[src/rtl/bip_data_mem_dumper.sv]
// Streams BIP data memory words 0..last_addr to the UART transmitter, one byte at a time, MSB first.
// Every output is registered so the memory and UART see clean, glitch-free strobes.
//
//   state    | meaning
//   ---------+-----------------------------------------------------------
//   ST_IDLE  | waiting for i_start; o_busy low
//   ST_READ  | o_mem_rd high for one cycle at the current address
//   ST_LATCH | registered read data is valid; capture it into the word register
//   ST_SEND  | o_tx_start high for one cycle with the top byte of the word
//   ST_WAIT  | hold the byte until i_tx_done, then next byte, next word or finish
//   ST_DONE  | o_done high for one cycle, then back to idle
module bip_data_mem_dumper #(
  parameter int NB_DATA          = 16,
  parameter int N_ADDR           = 1024,
  parameter int LOG2_N_DATA_ADDR = 10,
  parameter int NB_BYTE          = 8
) (
  input  logic                        i_clock,
  input  logic                        i_reset,
  input  logic                        i_start,
  input  logic [LOG2_N_DATA_ADDR-1:0] i_last_addr,
  output logic [LOG2_N_DATA_ADDR-1:0] o_mem_addr,
  output logic                        o_mem_rd,
  input  logic [NB_DATA-1:0]          i_mem_data,
  output logic [NB_BYTE-1:0]          o_tx_data,
  output logic                        o_tx_start,
  input  logic                        i_tx_done,
  output logic                        o_busy,
  output logic                        o_done
);

  localparam int N_BYTES = NB_DATA / NB_BYTE;
  localparam int NB_CNT  = (N_BYTES > 1) ? $clog2(N_BYTES) : 1;
  localparam logic [NB_CNT-1:0] LAST_BYTE = NB_CNT'(N_BYTES - 1);

  if ((NB_DATA % NB_BYTE) != 0 || N_ADDR > (2 ** LOG2_N_DATA_ADDR)) begin : g_bad_params
    $error("bip_data_mem_dumper: NB_DATA must be a multiple of NB_BYTE and N_ADDR must fit the address");
  end

  typedef enum logic [2:0] {
    ST_IDLE,
    ST_READ,
    ST_LATCH,
    ST_SEND,
    ST_WAIT,
    ST_DONE
  } state_t;

  state_t                        state;
  logic [LOG2_N_DATA_ADDR-1:0]   addr;
  logic [LOG2_N_DATA_ADDR-1:0]   last_addr;
  logic [NB_DATA-1:0]            word;
  logic [NB_CNT-1:0]             byte_cnt;
  logic                          mem_rd;
  logic                          tx_start;
  logic                          busy;
  logic                          done;

  always_ff @(posedge i_clock) begin
    if (i_reset) begin
      state     <= ST_IDLE;
      addr      <= '0;
      last_addr <= '0;
      word      <= '0;
      byte_cnt  <= '0;
      mem_rd    <= 1'b0;
      tx_start  <= 1'b0;
      busy      <= 1'b0;
      done      <= 1'b0;
    end else begin
      mem_rd   <= 1'b0;
      tx_start <= 1'b0;
      done     <= 1'b0;
      case (state)
        ST_IDLE: begin
          if (i_start) begin
            last_addr <= i_last_addr;
            addr      <= '0;
            mem_rd    <= 1'b1;
            busy      <= 1'b1;
            state     <= ST_READ;
          end
        end
        ST_READ: state <= ST_LATCH;
        ST_LATCH: begin
          word     <= i_mem_data;
          byte_cnt <= '0;
          tx_start <= 1'b1;
          state    <= ST_SEND;
        end
        ST_SEND: state <= ST_WAIT;
        ST_WAIT: begin
          // addr stops at last_addr, so it can never wrap past the end of memory
          if (i_tx_done) begin
            if (byte_cnt != LAST_BYTE) begin
              word     <= word << NB_BYTE;
              byte_cnt <= byte_cnt + NB_CNT'(1);
              tx_start <= 1'b1;
              state    <= ST_SEND;
            end else if (addr != last_addr) begin
              addr   <= addr + LOG2_N_DATA_ADDR'(1);
              mem_rd <= 1'b1;
              state  <= ST_READ;
            end else begin
              done  <= 1'b1;
              state <= ST_DONE;
            end
          end
        end
        ST_DONE: begin
          busy  <= 1'b0;
          state <= ST_IDLE;
        end
        default: state <= ST_IDLE;
      endcase
    end
  end

  assign o_mem_addr = addr;
  assign o_mem_rd   = mem_rd;
  assign o_tx_data  = word[NB_DATA-1 -: NB_BYTE];
  assign o_tx_start = tx_start;
  assign o_busy     = busy;
  assign o_done     = done;

endmodule
[config.mk]
export PLATFORM = sky130hd
export DESIGN_NAME = bip_data_mem_dumper
export DESIGN_NICKNAME = d
export VERILOG_FILES = /design/src/rtl/bip_data_mem_dumper.sv
export SDC_FILE = /design/constraint.sdc
export NUM_CORES = 1
export LEC_CHECK = 0
export ABC_AREA = 0
export CORE_MARGIN = 3
export CORE_UTILIZATION = 30
export DETAILED_ROUTE_END_ITERATION = 7
export SLEW_MARGIN = 20
export SYNTH_ARGS = -nofsm -noshare
export SYNTH_HDL_FRONTEND = slang
export SYNTH_SLANG_ARGS = --single-unit
export TNS_END_PERCENT = 1
[constraint.sdc]
create_clock -name i_clock -period 1.85 [get_ports i_clock]
set_input_delay 0.185 -clock i_clock [delete_from_list [all_inputs] [get_ports i_clock]]
set_output_delay 0.185 -clock i_clock [all_outputs]
set_load 0.005 [all_outputs]
==> Word level (Yosys, flattened, before mapping) <==
Index checks and enable logic that the tools add are counted.
{ "totals": {"regBits": 44, "in_bits": 30, "output_inout_bits": 22, "elab_cells": 63} }
{ "classes": {"addsub": 2, "eq_ne": 11, "muxes": 27, "bitwise": 3, "n_reduce_logical": 11} }
{ "op_table": {"columns": ["cell", "n"], "rows": [
  ["$mux 10", 4],
  ["$mux 16", 2],
  ["$pmux 16 s2", 1],
  ["$pmux 10 s2", 1],
  ["$pmux 3 s5", 1],
  ["$mux 3", 4],
  ["$add 10x1->10 const B", 1],
  ["$mux 1", 10],
  ["$ne 10x10->1", 1],
  ["$ne 2x2->1 const B", 5],
  ["$pmux 1 s2", 4],
  ["$reduce_and 2->1", 4],
  ["$eq 3x2->1 const B", 2],
  ["$eq 3x3->1 const B", 2],
  ["$reduce_bool 2->1", 3],
  ["$reduce_and 5->1", 1],
  ["$reduce_or 4->1", 1],
  ["$eq 3x1->1 const B", 1],
  ["$logic_not 3->1", 1],
  ["$not 1->1", 3],
  ["$reduce_and 3->1", 1],
  ["$add 1x1->1 const B", 1]
]} }

==> Depth between registers and ports, before layout <==
Gate-level depths: netlist (run 1).
{ "depth": {"depth_word": 5, "ltp_mapped": 7} }

==> Worst setup path after synthesis (run 1) <==
Ideal clock, no wire load.
{ "synth_timing": {"path_kind": "reg-to-reg", "startpoint": "reg addr[5] (netlist: o_mem_addr[5])", "endpoint": "reg addr[7] (netlist: o_mem_addr[7])", "arrival_time_ps": 1606, "path_slack_ps": 141, "stages_incl_launch_ff": 6, "period_less_slack_ps": 1709, "path_cell_list": "dfxtp_1 xnor2_1 nand4_1 or3_4 and4_4 a2111oi_2"} }
{ "synth_via": {"elab_chain_len": 5, "elab_cells_between_ends": 8} }
{ "synth_lines": {"columns": ["item", "line_no", "rtl"], "rows": [
  ["start: declaration", "50", "logic [LOG2_N_DATA_ADDR-1:0] addr;"],
  ["start signal: assignment", "101", "addr <= addr + LOG2_N_DATA_ADDR'(1);"],
  ["$add 10x1->10", "101", null],
  ["$mux 10", "100", "end else if (addr != last_addr) begin"],
  ["$mux 10", "95", "if (byte_cnt != LAST_BYTE) begin"],
  ["$mux 10", "94", "if (i_tx_done) begin"],
  ["$pmux 10 s2", "74", "case (state)"]
]} }
Parallel ways exist; a longest one is shown, timed or not. The select of a mux whose other input is x is not followed.
A chain may end at the register's enable or synchronous reset.

==> Final worst setup path (run 1) <==
{ "layout_timing": {"startpoint": "reg addr[9] (netlist: o_mem_addr[9])", "endpoint": "reg addr[7] (netlist: o_mem_addr[7])"} }
{ "layout_via": {"elab_chain_len": 3} }
{ "layout_lines": {"columns": ["item", "line_no"], "rows": [
  ["$ne 10x10->1", "100"],
  ["$ne 2x2->1 (no line)", null],
  ["$reduce_and 5->1 (no line)", null]
]} }
No other way between the ends.

==> results of run 1 <==
==> cells by family (layout without fill, tap and decap cells) <==
kind of cell / count (synthesis) / count (layout) / synth area share
simple gates: 111 / 111 / 0.260
compound gates: 57 / 57 / 0.196
flops: 44 / 44 / 0.416
buf+inv: 27 / 92 / 0.0762
xor+xnor: 10 / 10 / 0.0413
fa+ha+maj: 1 / 1 / 0.00591
mux: 1 / 1 / 0.00473
==> state kept, by name, indices dropped and copies added (netlist names) <==
| signal | flops |
|---|---|
| byte_cnt | 1 |
| last_addr | 10 |
| o_busy | 1 |
| o_done | 1 |
| o_mem_addr | 10 |
| o_mem_rd | 1 |
| o_tx_start | 1 |
| state | 3 |
| word | 16 |
==> stage by stage <==
stage / hold WS, ns / utilization / cells / setup slack [ns]
floorplan: 0.321 / - / 251 / 0.141
global placement: 0.456 / 0.427 / 401 / 0.0518
detailed placement: 0.461 / 0.427 / 401 / 0.0366
CTS: 0.422 / 0.444 / 409 / 0.0296
global route: 0.429 / 0.446 / 409 / 0.00266
finish: 0.430 / 0.446 / 409 / 0.0785
==> critical path: cells and delay by family, from the launching register on <==
family | cells | cell delay (ns)
AO/OA/AOI/OAI | 1 | 0.30
XOR/XNOR | 1 | 0.13
flip-flops | 1 | 0.41
AND/OR/NAND/NOR | 3 | 0.83
==> routing by layer <==
metal / vias to the layer above / global-route usage / routed length [um]
met2: 34 / 0.214 / 2540
met4: 0 / 0.0497 / 58
met3: 4 / 0.0342 / 264
met1: 896 / 0.184 / 2730
li1: 1003 / - / -
met5: - / 0 / 0
==> synth_stat cells (2+ instances only) <==
library cell / instances / share of area
a211oi_1: 2 / 0.0071
a21oi_1: 20 / 0.047
a22oi_1: 8 / 0.028
a311oi_1: 8 / 0.033
and3_1: 3 / 0.0089
buf_2: 3 / 0.0071
buf_4: 11 / 0.039
buf_6: 2 / 0.011
clkbuf_1: 5 / 0.0089
dfxtp_1: 44 / 0.42
inv_1: 6 / 0.011
nand2_1: 47 / 0.083
nand2b_1: 5 / 0.015
nand3_1: 9 / 0.021
nand4_1: 2 / 0.0059
nor2_1: 29 / 0.051
o211ai_1: 3 / 0.011
o21ai_0: 2 / 0.0047
o22ai_1: 2 / 0.0059
or4_1: 2 / 0.0071
xnor2_1: 10 / 0.041
==> path summary, 6_finish.rpt <==
check / from / end / slack [ns] / cells after the start
worst max-delay path: o_mem_addr[9] / o_mem_addr[7] / 0.08 / 5
worst min-delay path: i_last_addr[8] / last_addr[8] / 0.43 / 3
worst max register to register: o_mem_addr[9] / o_mem_addr[7] / 0.08 / 5
worst min register to register: word[6] / word[14] / 0.47 / 2
==> power breakdown <==
part / switching (mW) / total [mW] / internal [mW]
sequential: 0.0434 / 1.05 / 1.00
clock: 0.343 / 0.743 / 0.400
combinational: 0.201 / 0.428 / 0.228
==> layout make-up <==
cell class	instances	area, um^2
Fill cell	681	3660
Sequential cell	44	886
Timing Repair Buffer	78	726
Clock inverter	3	42.5
Tap cell	93	116
Inverter	6	22.5
Multi-Input combinational cell	180	1080
Clock buffer	5	68.8
==> metrics.txt, run 1 <==
Hold WC Path Type primary input to register; synth warn 0; root buf cell clkbuf_8; clock latency on the worst-skew pair 0.30 ns; Synth Register Bits 44; Final Hold Viols 0; critical path launch point type register; CP max FO 6; commonest cells after routing, fill and taps aside clkdlybuf4s50_1, nand2_1, dfxtp_1, nor2_1, buf_4; Slew headroom 0.696; crit path cell chain xnor2_1 > nand4_1 > or3_4 > and4_4 > a2111oi_2; status complete, no violations; kind of end point of the critical path register; final worst path period share 0.958; initial core utilization 0.321; Post CTS Setup Buffer Count 0; CTS Buf Count 5; DR WL/cell 13.7 um; vias 1937; CP Data Arrival Time 1.97 ns; fraction of registers with async set or reset after synthesis 0; antenna violations before repair 0; gr ovfl total 0; chip height 90.0 um; vias in the first global route 1955; synthesized cell area 2120 um^2; H-tree depth reported by CTS 2; Leakage 1.10 nW; Synth cell types 49; Most used DFF post-synth dfxtp_1; routability cong. 0.839; core area 6600 um^2; Crit Path Class register to register; clock-pin slew on the worst setup and hold paths 0.09 ns; largest net degree at the start of global routing 25; CP max stage cell or3_4; DRT iter0 DRCs 146; final net count 346; 1st-pass router iterations 4; Final Max Slew Viols 0; mean number of vias per cell 4.74; sequential area share after synthesis 0.416; PostCTS Resize Cnt 0; P&R area growth vs syn 39.1%; final count of negative-setup-slack endpoints 0; max incr delay on CP 0.47 ns; Post-synth EDFFs 0; Synth Net Count 282; Die X 90.0 um; Fin Setup TNS 0 ns; worst clock skew 0.0105 ns; Post-Synthesis Cells 251; Req. time, crit path 2.05 ns; Max-cap violations 0; leading cell type in the layout, fill and taps excluded clkdlybuf4s50_1; RSZ-0062 raised after global routing false; slew of the pin with the lowest slew margin 0.455 ns; CTS Buffer Depth 2; diode count 0; die area 8110 um^2; Hold Buf Count CTS 0; clk sink count 44; overall routing resource usage 0.138; # port buffers 51; Ports 52; crit path time final 1.77 ns; ratio of cells with drive above 1 in the final layout 0.165; Tot Pwr 2.22 mW; placed inst area 2820 um^2; pwr/cell area 752 nW/um^2; FMAX 564 MHz; Rows 29; drc violations 0; final instance area 2950 um^2; Avg Cell Area, Syn 8.44 um^2; CTS tree done; Peak VDD IR 0.347 mV; post-route ant nets 0; routed wire length 5600 um; first-pass GRT wire length 9220 um; HPWL after DPL 4170 um
Note: power is estimated with default switching activity, not from simulation.
==> inputs of run 2 (changes only) <==
--- a/config.mk
+++ b/config.mk
@@ -8,6 +8,7 @@
 export ABC_AREA = 0
 export CORE_MARGIN = 3
 export CORE_UTILIZATION = 30
+export CTS_BUF_LIST = sky130_fd_sc_hd__clkbuf_8
 export DETAILED_ROUTE_END_ITERATION = 7
 export SLEW_MARGIN = 20
 export SYNTH_ARGS = -nofsm -noshare
==> results of run 2 <==
No change in the layout: final DEF, timing and power equal those of run 1.
==> RTL change 1: new RTL, config.mk and constraints of run 2 <==
Register the output `o_done` once more; this adds one clock of latency there. The other outputs are not delayed to match. Comments in the files are not updated.
--- a/src/rtl/bip_data_mem_dumper.sv
+++ b/src/rtl/bip_data_mem_dumper.sv
@@ -122,5 +122,7 @@
   assign o_tx_start = tx_start;
   assign o_busy     = busy;
-  assign o_done     = done;
+  always_ff @(posedge i_clock) begin
+    o_done <= done;
+  end
 
 endmodule
Function: changed (Yosys sat finds a counterexample within 10 cycles, from zero or initial values and one cycle with i_reset high).
==> RTL change 1 against run 2 <==
Critical path depth is the same; design area fell by 0.72%; sequential cell count rose by 1; non-clock buffer count fell by 3; area after synthesis grew 0.95%; wire length decreased by 0.91%; worst hold slack got worse by 0.096 ns; power fell by 6.0%; combinational power fell by 5.1%; setup slack better by 0.047 ns; clock skew is 0.0027 ns lower; die area rose by 0.88%; first-iteration DRC count rose by 12%; critical path type unchanged; critical endpoint unchanged.
==> RTL change 1: results (changes against run 2) <==
- Sequential fraction of the synthesis area: 0.421 (was 0.416)
- CP arrival: 1.93 ns (was 1.97 ns)
- Outcome: finished clean (unchanged)
- Largest stage delay on the critical path: 0.43 ns (was 0.47 ns)
- Combinational Power Share: 0.195 (was 0.193)
- Cell Count, Final, Fillers Out: 410 (was 409)
- HP Class: reg -> reg (was in -> reg)
- Post-DP HPWL: 4.11 mm (was 4.17 mm)
- GRT Total Usage: 0.139 (was 0.138)
- Dominant cells by area after synthesis: dfxtp_1 (42%), nand2_1 (8.3%), nor2_1 (5.1%) (unchanged)
- Met2 wire len: 2.49 mm (was 2.54 mm)
- Pwr Total: 0.00208 W (was 0.00222 W)
- Sequential share of power: 0.514 (was 0.472)
- Clock network area share: 0.0295 (was 0.0378)
- FF/Latch Area: 906 um2 (was 886 um2)
- Fin nets: 344 (was 346)
- M3 GR Usage: 0.0258 (was 0.0342)
- Crit Path Max Fanout: 5 (was 6)
- Syn avg cell area: 8.49 um2 (was 8.44 um2)
- Largest net degree at the start of global routing: 20 (was 25)
- M1 GR Usage: 0.203 (was 0.184)
- Placed cell area: 0.00282 mm2 (about the same)
- DRT iter0 DRCs: 164 (was 146)
- DR vias/cell: 4.71 (was 4.74)
- Slew headroom: 0.703 (was 0.696)
- # fillers: 693 (was 681)
- Pre-CTS setup slack: 0.0233 ns (was 0.0366 ns)
- Placed cell count: 402 (was 401)
- FF+latch count: 45 (was 44)
- Met3 wire length: 201 um (was 264 um)
- Multi-input combinational area share: 0.372 (was 0.368)
- Worst Skew: 0.00787 ns (was 0.0105 ns)
- Most instantiated cells after synthesis: nand2_1 (47), dfxtp_1 (45), nor2_1 (29) (was nand2_1 (47), dfxtp_1 (44), nor2_1 (29))
- First-pass GRT wire length: 9.37 mm (was 9.22 mm)
==> RTL change 1: cell types whose count changed in the layout (fill, tap and decap cells not counted) <==
cell	run 2	this run
dfxtp_1	40	41
nor2_1	29	28
buf_4	26	23
nor2_2	1	2
bufinv_16	1	0
clkinv_2	1	2
==> RTL change 1: kinds of logic (layout without fill, tap and decap cells) <==
group / count (synthesis) / count (layout) / synth area share
and+or+nand+nor: 111 / 111 / 0.258
muxes: 1 / 1 / 0.00468
adders and majority gates: 1 / 1 / 0.00585
AOI/OAI and AO/OA: 57 / 57 / 0.194
buffers and inverters: 27 / 89 / 0.0755
DFF: 45 / 45 / 0.421
xor gates and xnor gates: 10 / 10 / 0.0410
==> RTL change 1: worst paths after layout <==
kind | depth (start not counted) | to | startpoint | slack (ns)
setup / recovery | 5 | o_mem_addr[7] | o_mem_addr[1] | 0.13
hold / removal | 0 | o_done | done | 0.33
setup reg to reg | 5 | o_mem_addr[7] | o_mem_addr[1] | 0.13
hold reg to reg | 0 | o_done | done | 0.33
==> RTL change 2: new RTL, flow settings as in run 2 <==
Without the edit above. Change the parameter `NB_DATA` from 16 to 32.
--- a/src/rtl/bip_data_mem_dumper.sv
+++ b/src/rtl/bip_data_mem_dumper.sv
@@ -11,5 +11,5 @@
 //   ST_DONE  | o_done high for one cycle, then back to idle
 module bip_data_mem_dumper #(
-  parameter int NB_DATA          = 16,
+  parameter int NB_DATA          = 32,
   parameter int N_ADDR           = 1024,
   parameter int LOG2_N_DATA_ADDR = 10,
Ports: changed (resized i_mem_data); port bits go from 52 to 68. No check against the original RTL was run, so the function may have changed too.
==> RTL change 2 against run 2 <==
Setup slack improved by 0.024 ns; area after synthesis grew 34%; first-iteration DRC count increased by 10%; die area grew 31%; critical endpoint is now o_mem_addr[2]; non-clock buffer count increased by 17; global-route usage increased by 0.81 points; highest routed layer unchanged; power is 42% higher; combinational power is 19% higher; sequential cell count is 17 higher; design area rose by 33%; fmax grew 1.3%; synthesized cell count up 38%; wire length grew 30%.
==> RTL change 2: results (changes against run 2) <==
- Outcome: finished clean (unchanged)
- Largest stage delay on the critical path: 0.37 ns (was 0.47 ns)
- Layout cell share with drive strength beyond 1: 0.139 (was 0.165)
- Worst path slowest cell: dfxtp_1 (was or3_4)
- Clock share of power: 0.376 (was 0.335)
- Mux share of post-synthesis cell area: 0.00353 (was 0.00473)
- Synthesized Nets: 395 (was 282)
- PortBufs: 67 (was 51)
- Cells on Worst Hold Path: 2 (was 3)
- Critical Path Source: byte_cnt[0] (was o_mem_addr[9])
- M3 GR Usage: 0.0449 (was 0.0342)
- VDD IR-drop max: 284 uV (was 347 uV)
- Met3 wire length: 318 um (was 264 um)
- Met2 wire len: 3.29 mm (was 2.54 mm)
- # fillers: 902 (was 681)
- Post-DP HPWL: 5.31 mm (was 4.17 mm)
- Critical path's top delay family: compound AO/OA/AOI/OAI gates (was simple AND/OR/NAND/NOR gates)
- Xor/xnor share of the synthesized area: 0.0309 (was 0.0413)
- CTS Buf Count: 9 (was 5)
- Via count: 2623 (was 1937)
- Period utilization: 0.945 (was 0.958)
- H-Tree Depth: 3 (was 2)
- First-pass GRT wire length: 12.2 mm (was 9.22 mm)
- Largest net degree at the start of global routing: 49 (was 25)
- Max reg flops: 32 (was 16)
- Combinational Power Share: 0.162 (was 0.193)
- Crit Path Max Fanout: 5 (was 6)
- Met2 Use GR: 0.219 (was 0.214)
- Worst-Skew Late Latency: 0.34 ns (was 0.30 ns)
- Post-Synth Adder-Cell Area: 0.00883 (was 0.00591)
- M1 WL: 3.56 mm (was 2.73 mm)
- R2R depth: 6 (was 5)
- Slew headroom: 0.732 (was 0.696)
- M1 GR Usage: 0.199 (was 0.184)
- Worst Skew: 0.00536 ns (was 0.0105 ns)
## RTL change 2: final cells by class
type,instances,share of cell area
clock buffer,9,0.0317
sequential,61,0.313
inverter,5,0.00480
timing repair buffer,95,0.227
clock inverter,7,0.0192
tap,108,0.0346
multi-input combinational,248,0.370
## RTL change 2: worst register-to-register path, stage by stage, from the launching register on
cell and delay (ns):
dfxtp_1 0.37, ha_2 0.26, nand3_1 0.12, a211oi_1 0.25, buf_4 0.17, o21ai_2 0.10
a311o_1 0.37
## RTL change 2: per-stage QoR
| step | util | cells | instance area [um2] | power [W] |
|---|---|---|---|---|
| floorplan | - | 347 | 2840 | 0.00177 |
| global placement | 0.414 | 517 | 3700 | 0.00199 |
| detailed placement | 0.414 | 517 | 3700 | 0.00200 |
| CTS | 0.437 | 533 | 3900 | 0.00319 |
| global route | 0.438 | 533 | 3910 | 0.00332 |
| finish | 0.438 | 533 | 3910 | 0.00315 |
